==> src/rtl/imm_gen_pkg.sv <==
// Shared types and opcode match constants for the LEGv8 immediate generator.
package imm_gen_pkg;

  // Immediate format reported alongside the extended value.
  typedef enum logic [2:0] {
    FMT_NONE = 3'd0,
    FMT_D    = 3'd1,
    FMT_I    = 3'd2,
    FMT_CB   = 3'd3,
    FMT_B    = 3'd4,
    FMT_IM   = 3'd5
  } fmt_e;

  // Occupancy of the two-entry output skid buffer.
  typedef enum logic [1:0] {
    BUF_EMPTY = 2'd0,
    BUF_ONE   = 2'd1,
    BUF_TWO   = 2'd2
  } buf_state_e;

  // Opcode fields, each compared against its own slice of the instruction.
  localparam logic [10:0] OP_STUR = 11'b11111000000;  // instr[31:21]
  localparam logic [10:0] OP_LDUR = 11'b11111000010;  // instr[31:21]
  localparam logic [6:0]  OP_I    = 7'b1000100;       // instr[28:22], instr[31]=1
  localparam logic [7:0]  OP_CBZ  = 8'b10110100;      // instr[31:24]
  localparam logic [7:0]  OP_CBNZ = 8'b10110101;      // instr[31:24]
  localparam logic [5:0]  OP_B    = 6'b000101;        // instr[31:26]
  localparam logic [5:0]  OP_BL   = 6'b100101;        // instr[31:26]
  localparam logic [8:0]  OP_MOVZ = 9'b110100101;     // instr[31:23]
  localparam logic [8:0]  OP_MOVK = 9'b111100101;     // instr[31:23]

endpackage

==> src/rtl/imm_gen_pipe_decode.sv <==
// Combinational LEGv8 immediate decoder: format match plus sign/zero extension.
module imm_decode
  import imm_gen_pkg::*;
#(
  parameter int DATA_W   = 64,
  parameter int BR_SHIFT = 1
) (
  input  logic [31:0]              instr,
  output logic signed [DATA_W-1:0] imm,
  output fmt_e                     fmt,
  output logic                     illegal
);

  localparam int BR_AMT = (BR_SHIFT != 0) ? 2 : 0;

  // Formats are disjoint; anything unmatched (or a MOVZ/MOVK shift past the
  // datapath width) is reported as illegal with a zero immediate.
  always_comb begin
    imm     = '0;
    fmt     = FMT_NONE;
    illegal = 1'b0;
    if (instr[31:21] == OP_LDUR || instr[31:21] == OP_STUR) begin
      fmt = FMT_D;
      imm = {{(DATA_W-9){instr[20]}}, instr[20:12]};
    end else if (instr[31] && instr[28:22] == OP_I) begin
      fmt = FMT_I;
      imm = {{(DATA_W-12){1'b0}}, instr[21:10]};
    end else if (instr[31:24] == OP_CBZ || instr[31:24] == OP_CBNZ) begin
      fmt = FMT_CB;
      imm = {{(DATA_W-19){instr[23]}}, instr[23:5]} << BR_AMT;
    end else if (instr[31:26] == OP_B || instr[31:26] == OP_BL) begin
      fmt = FMT_B;
      imm = {{(DATA_W-26){instr[25]}}, instr[25:0]} << BR_AMT;
    end else if (instr[31:23] == OP_MOVZ || instr[31:23] == OP_MOVK) begin
      if (DATA_W == 32 && instr[22]) begin
        illegal = 1'b1;
      end else begin
        fmt = FMT_IM;
        imm = {{(DATA_W-16){1'b0}}, instr[20:5]} << {instr[22:21], 4'b0000};
      end
    end else begin
      illegal = 1'b1;
    end
  end

endmodule

==> src/rtl/imm_gen_pipe.sv <==
// Immediate generator: decode on the input side, two-entry skid buffer on the
// output side, plus a saturating count of illegal results delivered.
module imm_gen_pipe
  import imm_gen_pkg::*;
#(
  parameter int DATA_W   = 64,
  parameter int BR_SHIFT = 1,
  parameter int CNT_W    = 16
) (
  input  logic                     clk,
  input  logic                     rst_n,
  input  logic                     in_valid,
  output logic                     in_ready,
  input  logic [31:0]              in_instr,
  output logic                     out_valid,
  input  logic                     out_ready,
  output logic signed [DATA_W-1:0] out_imm,
  output logic [2:0]               out_fmt,
  output logic                     out_illegal,
  output logic [CNT_W-1:0]         illegal_cnt
);

  function automatic logic [CNT_W-1:0] sat_inc(input logic [CNT_W-1:0] c);
    return (&c) ? c : c + 1'b1;
  endfunction

  logic signed [DATA_W-1:0] dec_imm_p0;
  fmt_e                     dec_fmt_p0;
  logic                     dec_ill_p0;

  logic signed [DATA_W-1:0] skid_imm_p1;
  fmt_e                     skid_fmt_p1;
  logic                     skid_ill_p1;

  buf_state_e state, state_nxt;
  logic       in_xfer, out_xfer;
  logic       load_head_dec, load_head_skid, load_skid;

  imm_decode #(
    .DATA_W  (DATA_W),
    .BR_SHIFT(BR_SHIFT)
  ) u_decode (
    .instr  (in_instr),
    .imm    (dec_imm_p0),
    .fmt    (dec_fmt_p0),
    .illegal(dec_ill_p0)
  );

  assign in_xfer  = in_valid & in_ready;
  assign out_xfer = out_valid & out_ready;

  // Buffer occupancy next-state and which register loads on this edge.
  always_comb begin
    state_nxt      = state;
    load_head_dec  = 1'b0;
    load_head_skid = 1'b0;
    load_skid      = 1'b0;
    case (state)
      BUF_EMPTY: begin
        if (in_xfer) begin
          state_nxt     = BUF_ONE;
          load_head_dec = 1'b1;
        end
      end
      BUF_ONE: begin
        if (in_xfer && out_xfer) begin
          load_head_dec = 1'b1;
        end else if (in_xfer) begin
          state_nxt = BUF_TWO;
          load_skid = 1'b1;
        end else if (out_xfer) begin
          state_nxt = BUF_EMPTY;
        end
      end
      BUF_TWO: begin
        if (out_xfer) begin
          state_nxt      = BUF_ONE;
          load_head_skid = 1'b1;
        end
      end
      default: state_nxt = BUF_EMPTY;
    endcase
  end

  // State register; handshake flags registered from next state so in_ready
  // has no combinational path from out_ready.
  always_ff @(posedge clk or negedge rst_n) begin
    if (!rst_n) begin
      state     <= BUF_EMPTY;
      in_ready  <= 1'b1;
      out_valid <= 1'b0;
    end else begin
      state     <= state_nxt;
      in_ready  <= (state_nxt != BUF_TWO);
      out_valid <= (state_nxt != BUF_EMPTY);
    end
  end

  // ---- stage p0 -> p1: skid entry captures a word arriving while head stalls
  always_ff @(posedge clk or negedge rst_n) begin
    if (!rst_n) begin
      skid_imm_p1 <= '0;
      skid_fmt_p1 <= FMT_NONE;
      skid_ill_p1 <= 1'b0;
    end else if (load_skid) begin
      skid_imm_p1 <= dec_imm_p0;
      skid_fmt_p1 <= dec_fmt_p0;
      skid_ill_p1 <= dec_ill_p0;
    end
  end

  // ---- stage p1 -> output head: load from decoder or promote the skid entry
  always_ff @(posedge clk or negedge rst_n) begin
    if (!rst_n) begin
      out_imm     <= '0;
      out_fmt     <= FMT_NONE;
      out_illegal <= 1'b0;
    end else if (load_head_dec) begin
      out_imm     <= dec_imm_p0;
      out_fmt     <= dec_fmt_p0;
      out_illegal <= dec_ill_p0;
    end else if (load_head_skid) begin
      out_imm     <= skid_imm_p1;
      out_fmt     <= skid_fmt_p1;
      out_illegal <= skid_ill_p1;
    end
  end

  // Count illegal results as they leave, saturating at all-ones.
  always_ff @(posedge clk or negedge rst_n) begin
    if (!rst_n) begin
      illegal_cnt <= '0;
    end else if (out_xfer && out_illegal) begin
      illegal_cnt <= sat_inc(illegal_cnt);
    end
  end

endmodule

==> config.mk <==
export PLATFORM = sky130hd
export DESIGN_NAME = imm_gen_pipe
export DESIGN_NICKNAME = d
export VERILOG_FILES = /design/src/rtl/imm_gen_pkg.sv /design/src/rtl/imm_gen_pipe_decode.sv /design/src/rtl/imm_gen_pipe.sv
export SDC_FILE = /design/constraint.sdc
export NUM_CORES = 1
export LEC_CHECK = 0
export CORE_MARGIN = 2
export CORE_UTILIZATION = 58
export CTS_CLUSTER_DIAMETER = 30
export DETAILED_ROUTE_END_ITERATION = 12
export PLACE_DENSITY_LB_ADDON = 0.08
export SLEW_MARGIN = 20
export SYNTH_ARGS = -nofsm -noshare
export SYNTH_HDL_FRONTEND = slang
export SYNTH_SLANG_ARGS = --single-unit
==> constraint.sdc <==
create_clock -name clk -period 3.8 [get_ports clk]
set_clock_uncertainty 0.05 [all_clocks]
set_input_delay 0.95 -clock clk [delete_from_list [all_inputs] [get_ports clk]]
set_output_delay 0.95 -clock clk [all_outputs]
set_load 0.02 [all_outputs]
==> impl_results.md, run 1 <==
* Chip height at 120 um
* Post-Syn Area per Cell at 9.35 sq um
* Critical path data arrival time at 3370 ps
* Area growth, synth to finish at 26.5%
* CTS resizes at 0
* DRT Pass-1 Iters at 5
* Setup slack, reg-to-reg at 1580 ps
* Clock buffer count from CTS at 17
* Yosys cell types at 53
* #FFs+latches synth at 156
* Total routed wirelength at 23.5 mm
* VDD IR max at 0.445 mV
* Post-synthesis sequential area ratio at 50.4%
* P_leak at 3.93 nW
* Crit path kind: in -> reg
* Die area at 0.0143 sq mm
* Ys async rst share at 100%
* R2r startpoint: illegal_cnt[0]
* Worst R2R Path Depth at 6
* Vias at 7275
* Pwr Density at 715 mW/mm^2
* Syn Nets at 866
* Post-place setup slack at 237 ps
* Share of post-route cells with drive strength above 1 at 7.52%
* Achievable clock frequency at 0.319 GHz
* Placer Congestion at 0.945
* Gate Count Post-Synth at 829
* Xor and xnor area share after synthesis at 1.47%
* Max Buffers Root-to-Sink at 2
* RSZ-0062 raised after global routing: false
* Max incr delay on CP at 640 ps
* Leading cell type in the layout, fill and taps excluded: dfrtp_1
* Tcrit/Tclk final at 82.5%
* Post-Synth Simple-Gate Area at 16.8%
* DRC at 0
* Fin nets at 956
* Fin worst setup slack at 667 ps
* Largest fanout on the critical path at 44
* Post-DRT Antenna Nets at 0
* Top_reg_cell synth: dfrtp_1
* Crit-path cells: clkdlybuf4s50_1, or4b_1, nor4_4, nor3_2, o21ai_2, buf_12, o21ai_0
* Initial Utilization at 59.0%
* Vias in the first global route at 6988
* CTS tree: yes
* Final core utilization at 74.6%
* GR Overflow Total at 0
* CP Capture Type: register
* WP data required at 4040 ps
* Syn. warnings at 0
* Clock Latency Late Sink at 430 ps
* Final slew viol count at 0
* Root Buffer: clkbuf_16
* Synth Area in Adders at 0.161%
* Iter 0 DRT Violations at 896
* Main combinational cell family by area after synthesis: compound AO/OA/AOI/OAI gates
* Hold Crit Class: reg -> reg
* Post-DP HPWL at 14.8 mm
* Wire length per cell at 21.2 um
* HP Start: skid_imm_p1[3]
* Setup TNS at 0 ps
* Post-synthesis mux area share at 1.18%
* Final hold viol count at 0
* Worst Setup SP: in_instr[24]
* R2r endpoint: illegal_cnt[6]
* Slowest cell on the critical path: or4b_1
* First-pass GRT wire length at 37.4 mm
* Compound-Gate Fraction of Synth Area at 25.6%
* Number of buffers added on ports at 121
* Via-per-instance ratio at 6.57
* Worst setup path end: out_imm[53]
* Global-route total usage across every layer at 33.3%
* # rows at 42
* Ports at 122
* Status: complete, no violations
* Synth Cell Area at 0.00775 sq mm
* Initial antenna violation count at 0
* Core area at 0.0131 sq mm
* Postcts setup bufs at 0
* EDFF count, synth at 0
* Worst slew pin tran at 824 ps
* Maxcap violations at 0
* Startpoint types: input pin
* Setup violations, final at 0
* Fin crit period at 3130 ps
* Diode count at 0
* CTS hold repair buffers at 0
* Die width at 120 um
* CTS sink count at 156
* Largest net degree at the start of global routing at 73
* Clock-pin transition on the worst setup and hold timing paths at 60 ps
* WHS at 432 ps
* Commonest non-fill, non-tap cells in the layout: dfrtp_1, a21oi_1, clkdlybuf4s50_1, o21ai_0, nor2_1
* Slew headroom at 44.4%
* H-Tree Level Count at 4
[registers in the layout, indices dropped and copies added (netlist names)]
signal,count
illegal_cnt,16
in_ready,1
out_fmt,3
out_illegal,1
out_imm,64
out_valid,1
skid_fmt_p1,3
skid_ill_p1,1
skid_imm_p1,64
state,2
[power breakdown]
group          switching [W]  internal, W
clock               0.000669      0.00118
sequential          0.000410      0.00228
combinational        0.00139      0.00108
total                0.00247      0.00454
[critical path, delay by kind of cell]
kind | cells | cell delay, ps
and+or+nand+nor | 3 | 1390
buffers and inverters | 2 | 740
AOI/OAI and AO/OA | 2 | 270
[layer usage]
metal / global-route usage (%) / vias to the layer above / routed length, um
met3: 8.22 / 65 / 2320
li1: - / 3202 / -
met1: 46.7 / 3575 / 9540
met5: 0 / - / 0
met4: 13.8 / 0 / 808
met2: 49.9 / 433 / 10800
[worst min-delay path by stage]
stage / depth (start not counted) / endpoint / slack [ps]
global placement: 2 / skid_imm_p1[3] / 410
finish: 2 / skid_imm_p1[3] / 430
global route: 2 / skid_fmt_p1[1] / 470
CTS: 2 / skid_imm_p1[3] / 440
floorplan: 2 / skid_imm_p1[3] / 390
detailed placement: 2 / skid_imm_p1[3] / 430
[cell usage after synthesis, drive strengths merged (8+ instances only)]
cell type,count,area (sq um)
dfrtp,155,3880
a21oi,129,646
o21ai,81,409
nor2,71,267
clkbuf,62,238
nand2b,60,375
a221oi,52,455
nand2,42,158
buf,16,83.8
nand4,14,87.6
nor2b,13,81.3
a22oi,11,82.6
xnor2,11,96.3
nand3,9,45.0
o22a,9,78.8
and3,8,50.1
mux2i,8,80.1
[through the flow]
stage	cells	instance area [sq um]	total power [W]
2_1_floorplan	829	7750	0.00404
3_3_place_gp	1076	9170	0.00503
3_5_place_dp	1076	9170	0.00514
4_1_cts	1107	9800	0.00700
5_1_grt	1107	9800	0.00736
6_report	1107	9800	0.00701
[final cells by class]
type | count | area [sq um]
Inverter | 4 | 15.0
Clock inverter | 10 | 189
Sequential cell | 156 | 3910
Clock buffer | 21 | 450
Fill cell | 932 | 3330
Tap cell | 176 | 220
Timing Repair Buffer | 149 | 1470
Multi-Input combinational cell | 591 | 3550
[logic make-up (layout without fill, tap and decap cells)]
group,Yosys count,in the layout
multiplexers,9,9
adder cells (fa/ha/maj),1,1
flip-flops,156,156
AND/OR/NAND/NOR,246,246
buffers and inverters,82,184
AO/OA/AOI/OAI,322,322
XOR/XNOR,13,13
No activity file was read; power rests on OpenSTA's default activity.
==> inputs of run 2 (changes only) <==
--- a/config.mk
+++ b/config.mk
@@ -6,7 +6,7 @@
 export NUM_CORES = 1
 export LEC_CHECK = 0
 export CORE_MARGIN = 2
-export CORE_UTILIZATION = 58
+export CORE_UTILIZATION = 54
 export CTS_CLUSTER_DIAMETER = 30
 export DETAILED_ROUTE_END_ITERATION = 12
 export PLACE_DENSITY_LB_ADDON = 0.08
==> constraint.sdc (replaced) <==
create_clock -name clk -period 2.9 [get_ports clk]
set_clock_uncertainty 0.05 [all_clocks]
set_input_delay 0.725 -clock clk [delete_from_list [all_inputs] [get_ports clk]]
set_output_delay 0.725 -clock clk [all_outputs]
set_load 0.02 [all_outputs]
==> impl_results.md, run 2 (synthesis results as in run 1) <==
* Diode count at 0 (unchanged)
* Layout fillers at 987 (+5.9%)
* Achievable clock frequency at 0.379 GHz
* VDD IR max at 0.716 mV (+61%)
* Die area at 0.0153 sq mm (+7.2%)
* Final hold viol count at 0 (unchanged)
* CTS tree: yes
* Ports at 122 (unchanged)
* Root Buffer: clkbuf_16
* CTS resizes at 0 (unchanged)
* Largest fanout on the critical path at 18 (-59%)
* Post-DP HPWL at 16.2 mm (+9.4%)
* P_leak at 4.20 nW (+7.0%)
* Area growth, synth to finish at 32.7%
* Crit-path cells: clkdlybuf4s50_1, or4b_1, nor4_4, buf_4, a21oi_4, buf_12, a21oi_1
* Clock buffer count from CTS at 17 (unchanged)
* R2r endpoint: out_imm[35]
* Fin crit period at 2640 ps
* Clock-pin transition on the worst setup and hold timing paths at 60 ps (about the same)
* Fin nets at 995 (+4.1%)
* Post-place setup slack at -144 ps (-381 ps)
* Slew headroom at 42.3% (-2.1 points)
* GR Overflow Total at 0 (unchanged)
* Worst Setup SP: in_instr[24]
* Post-DRT Antenna Nets at 0 (unchanged)
* Number of buffers added on ports at 121 (unchanged)
* Critical path data arrival time at 2930 ps (-440 ps)
* Core area at 0.0139 sq mm (+6.1%)
* Tcrit/Tclk final at 91.0%
* Slowest cell on the critical path: or4b_1
* DRC at 0 (unchanged)
* # rows at 43 (+2.4%)
* Iter 0 DRT Violations at 880 (-1.8%)
* R2r startpoint: state[0]
* CTS hold repair buffers at 0 (unchanged)
* Worst slew pin tran at 855 ps (+31.0 ps)
* Final slew viol count at 0 (unchanged)
* Hold Crit Class: in -> async
* Max Buffers Root-to-Sink at 2 (unchanged)
* Pwr Density at 926 mW/mm^2 (+29%)
* WHS at 201 ps (-232 ps)
* Setup TNS at 0 ps (unchanged)
* H-Tree Level Count at 4 (unchanged)
* Wire length per cell at 21.3 um (+0.39%)
* CP Capture Type: register
* Clock Latency Late Sink at 430 ps (about the same)
* Worst R2R Path Depth at 6 (unchanged)
* Max incr delay on CP at 630 ps (about the same)
* Leading cell type in the layout, fill and taps excluded: dfrtp_1
* Setup slack, reg-to-reg at 550 ps (-1030 ps)
* First-pass GRT wire length at 38.3 mm (+2.6%)
* Placer Congestion at 0.949 (+0.51%)
* Global-route total usage across every layer at 33.0% (-0.35 points)
* DRT Pass-1 Iters at 6 (+1)
* Startpoint types: input pin
* Crit path kind: in -> reg
* Fin worst setup slack at 260 ps (-406 ps)
* Worst setup path end: skid_imm_p1[31]
* Status: complete, no violations
* Vias in the first global route at 7003 (+0.21%)
* RSZ-0062 raised after global routing: false
* Commonest non-fill, non-tap cells in the layout: dfrtp_1, a21oi_1, clkdlybuf4s50_1, o21ai_0, nor2_1
* Maxcap violations at 0 (unchanged)
* Initial Utilization at 55.6% (-3.4 points)
* Total routed wirelength at 24.5 mm (+4.1%)
* Die width at 124 um (+3.5%)
* Chip height at 124 um (+3.5%)
* Initial antenna violation count at 0 (unchanged)
* CTS sink count at 156 (unchanged)
* Via-per-instance ratio at 6.45 (-1.8%)
* Biggest regs: out_imm x64, skid_imm_p1 x64, illegal_cnt x16
* WP data required at 3190 ps (-850 ps)
* Share of post-route cells with drive strength above 1 at 11.4% (+3.8 points)
* Largest net degree at the start of global routing at 58 (-21%)
* Postcts setup bufs at 0 (unchanged)
* Setup violations, final at 0 (unchanged)
* Vias at 7410 (+1.9%)
## run 2: cell types whose count changed in the layout (fill, tap and decap cells not counted), sizes merged
cell / previous run / this run
inv: 5 / 4
clkinvlp: 4 / 0
bufinv: 5 / 6
buf: 29 / 68
clkbuf: 21 / 23
## run 2: worst max-delay path: cells and delay by family
kind / cells / cell delay [ps]
simple gates: 2 / 970
buf+inv: 3 / 900
compound gates: 2 / 320
## run 2: worst min-delay path by stage
stage	from	to	slack, ps
6_report	rst_n	illegal_cnt[15]	200
3_3_place_gp	skid_imm_p1[3]	skid_imm_p1[3]	410
2_1_floorplan	rst_n	illegal_cnt[0]	380
4_1_cts	rst_n	out_valid	220
3_5_place_dp	skid_ill_p1	skid_ill_p1	420
5_1_grt	rst_n	illegal_cnt[15]	240
## run 2: stage by stage
step	std cells	util, %	power [W]	instance area, sq um
detailed placement	1119	68.9	0.00692	9600
CTS	1148	73.8	0.00953	10300
global route	1148	73.8	0.0100	10300
finish	1148	73.8	0.00953	10300
global placement	1118	68.8	0.00674	9580
floorplan	829	-	0.00529	7750
## run 2: cell type report
cell class	instances	area, sq um	share of cell area [%]
clock buffers	23	508	4.94
clock inverters	6	180	1.75
inverters	4	15.0	0.146
multi-input cells	591	3550	34.5
flip-flops and latches	156	3910	38.0
well taps	180	225	2.19
repair buffers	188	1900	18.5
## run 2: per-layer routing
layer  track usage (%)  wire, um
met4              8.81       406
met1              47.7     10400
met5                 0         0
met2              51.6     11600
met3              5.77      2040
## run 2: power by group
part | internal, W | switching [W] | total, W
clock network | 0.00174 | 0.000859 | 0.00260
logic | 0.00154 | 0.00187 | 0.00342
registers | 0.00299 | 0.000522 | 0.00351
==> inputs of run 3 (changes only) <==
--- a/config.mk
+++ b/config.mk
@@ -9,6 +9,7 @@
 export CORE_UTILIZATION = 54
 export CTS_CLUSTER_DIAMETER = 30
 export DETAILED_ROUTE_END_ITERATION = 12
+export HOLD_SLACK_MARGIN = 0.1
 export PLACE_DENSITY_LB_ADDON = 0.08
 export SLEW_MARGIN = 20
 export SYNTH_ARGS = -nofsm -noshare
==> results of run 3 <==
Same layout as run 2: the final DEF is identical, and so are final timing and power.
